`config.mk`:
```
export PLATFORM = sky130hd
export DESIGN_NAME = approx_error_sweep_ctrl
export DESIGN_NICKNAME = d
export VERILOG_FILES = /design/src/rtl/approx_error_sweep_ctrl.sv
export SDC_FILE = /design/constraint.sdc
export NUM_CORES = 1
export LEC_CHECK = 0
export CAP_MARGIN = 20
export CORE_MARGIN = 2
export CORE_UTILIZATION = 45
export DETAILED_ROUTE_END_ITERATION = 10
export PLACE_DENSITY = 0.88
export SLEW_MARGIN = 0
export SYNTH_ARGS = -nofsm -noshare
export SYNTH_HDL_FRONTEND = slang
export SYNTH_SLANG_ARGS = --single-unit
```
`constraint.sdc`:
```
create_clock -name clk -period 1.8 [get_ports clk]
set_input_delay 0.54 -clock clk [delete_from_list [all_inputs] [get_ports clk]]
set_output_delay 0.54 -clock clk [all_outputs]
set_load 0.02 [all_outputs]
```
`src/rtl/approx_error_sweep_ctrl.sv`:
```
// Exhaustive sweep sequencer: drives every input vector to an exact/approximate circuit pair
// and accumulates max |exact-approx|, violation count and first failing vector.
//
// state | meaning
// IDLE  | waiting for start; results from last sweep held
// RUN   | stepping vectors, sampling once per SETTLE cycles
// DONE  | one-cycle completion pulse; pass reflects the full sweep
module approx_error_sweep_ctrl #(
  parameter int N_IN   = 4,
  parameter int N_OUT  = 3,
  parameter int SETTLE = 1
) (
  input  logic              clk,
  input  logic              rst_n,
  input  logic              start,
  input  logic              abort,
  input  logic [N_OUT-1:0]  et_thr,
  output logic [N_IN-1:0]   vec_out,
  input  logic [N_OUT-1:0]  exact_in,
  input  logic [N_OUT-1:0]  approx_in,
  output logic              busy,
  output logic              done,
  output logic              aborted,
  output logic              pass,
  output logic [N_OUT-1:0]  max_err,
  output logic [N_IN:0]     viol_cnt,
  output logic              fail_valid,
  output logic [N_IN-1:0]   first_fail_vec
);

  typedef enum logic [1:0] {IDLE, RUN, DONE} state_t;

  localparam int CW = (SETTLE > 1) ? $clog2(SETTLE) : 1;
  localparam logic [CW-1:0]   SETTLE_RELOAD = CW'(SETTLE - 1);
  localparam logic [N_IN-1:0] LAST_VEC      = '1;

  state_t             state, state_nxt;
  logic [CW-1:0]      settle_cnt;
  logic [N_OUT-1:0]   et_reg;
  logic [N_OUT-1:0]   err;
  logic               start_ok;
  logic               sample;
  logic               is_viol;

  assign start_ok = (state == IDLE) && start;
  // Abort takes priority over a sample due on the same edge, so that sample is dropped.
  assign sample   = (state == RUN) && !abort && (settle_cnt == '0);
  assign err      = (exact_in >= approx_in) ? (exact_in - approx_in) : (approx_in - exact_in);
  assign is_viol  = err > et_reg;
  assign busy     = (state == RUN);
  assign done     = (state == DONE);

  always_ff @(posedge clk or negedge rst_n) begin
    if (!rst_n) state <= IDLE;
    else        state <= state_nxt;
  end

  always_comb begin
    state_nxt = state;
    case (state)
      IDLE: if (start) state_nxt = RUN;
      RUN: begin
        if (abort)                               state_nxt = IDLE;
        else if (sample && (vec_out == LAST_VEC)) state_nxt = DONE;
      end
      DONE:    state_nxt = IDLE;
      default: state_nxt = IDLE;
    endcase
  end

  always_ff @(posedge clk or negedge rst_n) begin
    if (!rst_n) begin
      vec_out        <= '0;
      settle_cnt     <= '0;
      et_reg         <= '0;
      aborted        <= 1'b0;
      pass           <= 1'b0;
      max_err        <= '0;
      viol_cnt       <= '0;
      fail_valid     <= 1'b0;
      first_fail_vec <= '0;
    end else begin
      aborted <= 1'b0;
      if (start_ok) begin
        vec_out        <= '0;
        settle_cnt     <= SETTLE_RELOAD;
        et_reg         <= et_thr;
        pass           <= 1'b0;
        max_err        <= '0;
        viol_cnt       <= '0;
        fail_valid     <= 1'b0;
        first_fail_vec <= '0;
      end else if (state == RUN) begin
        if (abort) begin
          aborted <= 1'b1;
        end else if (sample) begin
          settle_cnt <= SETTLE_RELOAD;
          if (vec_out != LAST_VEC) vec_out <= vec_out + 1'b1;
          if (err > max_err) max_err <= err;
          if (is_viol) begin
            viol_cnt <= viol_cnt + 1'b1;
            if (!fail_valid) begin
              first_fail_vec <= vec_out;
              fail_valid     <= 1'b1;
            end
          end
          // Pass must include the final sample, so it is resolved on the last-vector edge.
          if (vec_out == LAST_VEC) pass <= !is_viol && (viol_cnt == '0);
        end else begin
          settle_cnt <= settle_cnt - 1'b1;
        end
      end
    end
  end

endmodule
```
# [After elaboration in Yosys (flattened, before gate mapping)]
# Index checks and enable logic that the tools add are counted.
[totals] inputBits=13 regBits=25 wordCells=92
[classes] n_addsub=5 bitwise=1 order_cmp=3 n_mux=43 eq_ne=8 reduce_logical=22
[op_table] operator="$mux 4" count=11
[op_table] operator="$mux 5" count=5
[op_table] operator="$mux 3" count=6
[op_table] operator="$mux 1" count=17
[op_table] operator="$reduce_and 4->1" count=4
[op_table] operator="$reduce_bool 2->1" count=6
[op_table] operator="$gt 3x3->1" count=2
[op_table] operator="$mux 2" count=3
[op_table] operator="$sub 3x3->3" count=2
[op_table] operator="$add 5x1->5 const B" count=1
[op_table] operator="$logic_and 1x1->1" count=5
[op_table] operator="$logic_not 5->1" count=1
[op_table] operator="$reduce_and 5->1" count=1
[op_table] operator="$add 4x1->4 const B" count=1
[op_table] operator="$eq 4x4->1 const B" count=1
[op_table] operator="$ne 2x1->1 const B" count=2
[op_table] operator="$ne 4x4->1 const B" count=1
[op_table] operator="$pmux 2 s2" count=1
[op_table] operator="$reduce_and 2->1" count=2
[op_table] operator="$ge 3x3->1" count=1
[op_table] operator="$ne 3x2->1 const B" count=1
[op_table] operator="$eq 2x1->1 const B" count=1
[op_table] operator="$eq 2x2->1 const B" count=1
[op_table] operator="$logic_not 1->1" count=2
[op_table] operator="other kinds (4)" count=4

# [Depth between registers and ports, before layout]
[logic_depth] word_depth=10 depth_mapped=14 ltp_nobuf=13

# [Worst setup path before layout]
# OpenSTA, ideal clock, no wires.
[synth_timing] kind="input to register" start="in exact_in[0]" end="reg first_fail_vec[2]" arrival_ps=3126 path_stages=12 required_ps=1677 setup_time_ps=123 path_slack_ps=-1448 path_cell_list="inv_1 -> ha_1 -> nand2b_1 -> a211oi_1 -> mux2_2 -> a21oi_1 -> ha_1 -> a32oi_2 -> nand2_4 -> or3_1 -> buf_6 -> mux2i_1"
[synth_via] elab_chain_cells=5 elab_cells_between_ends=7 cone_classes="add/sub (2); order compare (2); mux (1); reduce/logical (2)"
[synth_lines] item="start: declaration" line="19" rtl="input logic [N_OUT-1:0] exact_in,"
[synth_lines] item="$sub 3x3->3 or $ge 3x3->1 (tied branches)" line="48" rtl="assign err = (exact_in >= approx_in) ? (exact_in - approx_in) : (approx_in - exact_in);"
[synth_lines] item="$mux 3 (*)" line="48"
[synth_lines] item="$gt 3x3->1 (*)" line="49" rtl="assign is_viol = err > et_reg;"
[synth_lines] item="$reduce_bool 2->1 (no source line) (*)"
[synth_lines] item="$reduce_and 5->1 (no source line) (*)"
[synth_lines] item="end signal: assignment" line="103" rtl="first_fail_vec <= vec_out;"
[synth_lines] item="end: declaration" line="28" rtl="output logic [N_IN-1:0] first_fail_vec"
# Every way passes the cells marked *; elsewhere a longest branch is shown, timed or not.
# A chain may end at the register's enable or synchronous reset.

# [Final worst setup path]
[layout_timing] start="in approx_in[0]" end="reg first_fail_vec[2]"
[layout_via] elab_chain_cells=5 elab_cells_between_ends=7 cone_classes="add/sub (2); order compare (2); mux (1); reduce/logical (2)"
[layout_lines] item="start: declaration" line="20" rtl="input logic [N_OUT-1:0] approx_in,"
[layout_lines] item="$sub 3x3->3 or $ge 3x3->1 (tied branches)" line="48"
[layout_lines] item="$mux 3 (*)" line="48"
[layout_lines] item="$gt 3x3->1 (*)" line="49"
[layout_lines] item="$reduce_bool 2->1 (no source line) (*)"
[layout_lines] item="$reduce_and 5->1 (no source line) (*)"
# Marked as above.

==> flow_metrics.tcl <==
set metrics [dict create \
    chipWidth_um 61.7 \
    dr_total_vias 1310 \
    synthArstFlopShare_pct 100 \
    area_growth_pct 56.1 \
    yosysSeqAreaShare_pct 41.8 \
    synthTopCellsByArea "dfrtp_1 42%, ha_1 12%, mux2i_1 4.7%, inv_1 4.5%, nand2_1 4.0%" \
    use_met1_pct 27.7 \
    start_util_pct 48.3 \
    arrival_ns 2.98 \
    p_leak_nw 1.18 \
    crit_type "in -> reg" \
    ios 34 \
    cp_common_cell "ha_4" \
    syn_inst 148 \
    fmax_mhz 366 \
    register_area_um2 626 \
    largest_register_ffs 5 \
    synth-main-ff-cell "dfrtp_1" \
    dp_hpwl_um 2790 \
    slew_viol_final 0 \
    ys_types 33 \
    cap_violations 0 \
    crit_slowest_cell "or3_4" \
    syn_area_per_cell_um2 10.1 \
    clkLatencyLatePin_ns 0.33 \
    peakVddDrop_v 0.000667 \
    rows 20 \
    grt_overflow 0 \
    grt_util_met2_pct 42.3 \
    end_kind "flip-flop" \
    worstPathCellList "buf_8 > inv_4 > ha_4 > inv_2 > fa_2 > nor2b_4 > a211oi_4 > a21oi_4 > ha_4 > nand3b_1 > a32oi_2 > nand2_4 > or3_4 > mux2i_1" \
    drt_wl_total_um 4320 \
    worstPathRequired_ns 2.05 \
    drive_gt1_share_pct 38.5 \
    cts_buffers 3 \
    clockBufferDepth 2 \
    avgViaCountPerCell 5.20 \
    slowest_delay_ns 0.38 \
    path_delay_family "adder cells" \
    drc 0 \
    stdcell_count 252 \
    ys_ff_latch 25 \
    final-setup-viol-count 14 \
    regMostFlops "viol_cnt" \
    cts_tree "yes" \
    top_usage_layer "met2" \
    grt_max_degree 26 \
    hp-class "reg -> reg" \
    maxSlewHeadroom_pct 71.0 \
    finClkSkew_ns 0.00910 \
    place_congestion 0.767 \
    coreArea_mm2 0.00310 \
    rrSetupSlack_ns -0.11 \
    grt_pass1_wl_um 6200 \
    synth_area_mm2 0.00150 \
    yosys_warnings 0 \
    clock_sinks 25 \
    io_buffers 33 \
    path_max_fanout 4 \
    power_mw 2.20 \
    synth_edf_count 0 \
    finalHoldViolCount 0 \
    antenna_cells 0 \
    crit_buf_inv 3 \
    multi_input_area_mm2 0.00103 \
    tightestPinTransition_ns 0.433 \
    grt_use_met3_pct 3.93 \
    reg_top3 "viol_cnt (5), first_fail_vec (4), vec_out (4)" \
    grt_pass1_vias 1343 \
    cts_hold_buffers 0 \
    dr.pass1.iters 5 \
    clkTransAtPathRegs_ns 0.14 \
    postRouteAntennaNets 0 \
    synth_nets 177 \
    synth_commonest_cells "25 x dfrtp_1, 18 x inv_1, 16 x nand2_1" \
    outcome "finished with violations" \
    synth_top_area_cell "dfrtp_1" \
    period_share_pct 152 \
    fin_crit_ns 2.74 \
    setup_ws_ns -0.936 \
    violations "negative setup slack" \
    die_h_um 61.7 \
    cp-start-kind "input pin" \
    clockRootBuffer "clkbuf_4" \
    drt_iter0_drc 47 \
    rsz0062_at_grt "yes" \
    finalNetCount 238 \
    grt_usage_pct 22.8 \
    nFillCells 224 \
    synth_top_area_share_pct 41.8 \
    dpl.cell_count 239 \
    post_drt_wl_per_cell_um 17.2 \
    powerDensity_mw_per_mm2 941 \
    yosysMostFrequentCell "dfrtp_1" \
    die_area_mm2 0.00381 \
    htreeDepth 1 \
    antenna_found_initial 0 \
]
==> metrics by stage <==
step | hold WS [ns] | setup slack, ns | util (%) | instance area (um^2) | setup TNS, ns
floorplan | 0.244 | -1.14 | - | 1590 | -12.32
global placement | 0.476 | -1.72 | 67.8 | 2100 | -24.13
detailed placement | 0.498 | -1.85 | 67.8 | 2100 | -25.96
CTS | 0.534 | -0.907 | 73.0 | 2270 | -10.76
global route | 0.569 | -0.991 | 75.4 | 2340 | -12.66
finish | 0.529 | -0.936 | 75.4 | 2340 | -12.01
==> worst reg2reg max path: cells and delay by family, from the launching register on <==
family	cells	cell delay, ns
AOI/OAI and AO/OA	1	0.41
buffers and inverters	1	0.19
DFF	1	0.45
muxes	1	0.18
and+or+nand+nor	1	0.61
==> layout make-up <==
type | instances | share of cell area, %
inverter | 18 | 3.53
clock inverter | 1 | 0.214
clock buffer | 3 | 0.963
sequential | 25 | 26.8
timing repair buffer | 60 | 22.2
tap | 44 | 2.35
multi-input combinational | 101 | 44.0
==> layer usage <==
layer | share of wire (%) | vias to the layer above
li1 | - | 609
met5 | 0 | -
met2 | 54 | 35
met1 | 40 | 654
met4 | 2.5 | 0
met3 | 3.2 | 12
==> power breakdown <==
group,internal [mW],switching (mW),total (mW)
Sequential,0.659,0.0980,0.757
Clock,0.0836,0.178,0.261
Combinational,0.574,0.609,1.18
==> layout by cell type, fill, tap and decap left out, types with 3 or more instances in the layout <==
| cell | count |
|---|---|
| inv_2 | 4 |
| xnor2_1 | 3 |
| ha_4 | 9 |
| and3_1 | 3 |
| buf_6 | 4 |
| ha_1 | 5 |
| mux2_4 | 4 |
| dlygate4sd2_1 | 22 |
| buf_4 | 24 |
| o21ai_0 | 4 |
| mux2i_1 | 6 |
| nor2_1 | 10 |
| clkdlybuf4s50_1 | 5 |
| clkbuf_4 | 3 |
| inv_1 | 12 |
| nand3_2 | 4 |
| nand3_1 | 3 |
| nand2_1 | 16 |
| dfrtp_1 | 25 |
==> worst paths after layout <==
kind	end	startpoint	cells after the start
setup / recovery	first_fail_vec[2]	approx_in[0]	14
hold / removal	et_reg[0]	et_reg[0]	2
setup reg to reg	max_err[0]	state[1]	4
hold reg to reg	et_reg[0]	et_reg[0]	2
max in group asynchronous	viol_cnt[2]	rst_n	2
min in group asynchronous	first_fail_vec[2]	rst_n	2
==> timing repair <==
item,in CTS,in global routing
hold endpoints to repair,0,0
pin swaps,22,14
setup buffers,4,7
resized for setup,72,12
setup endpoints to repair,39,16
==> cells by family (layout without fill, tap and decap cells) <==
family	Yosys count	in the layout	share of synthesized area, %
AO/OA/AOI/OAI	16	16	7.43
buffers and inverters	22	82	6.01
multiplexers	11	11	7.69
AND/OR/NAND/NOR	53	53	19.8
flip-flops	25	25	41.8
adder cells (fa/ha/maj)	16	16	14.4
XOR/XNOR	5	5	2.92
Power figures use the tool's default switching activity.
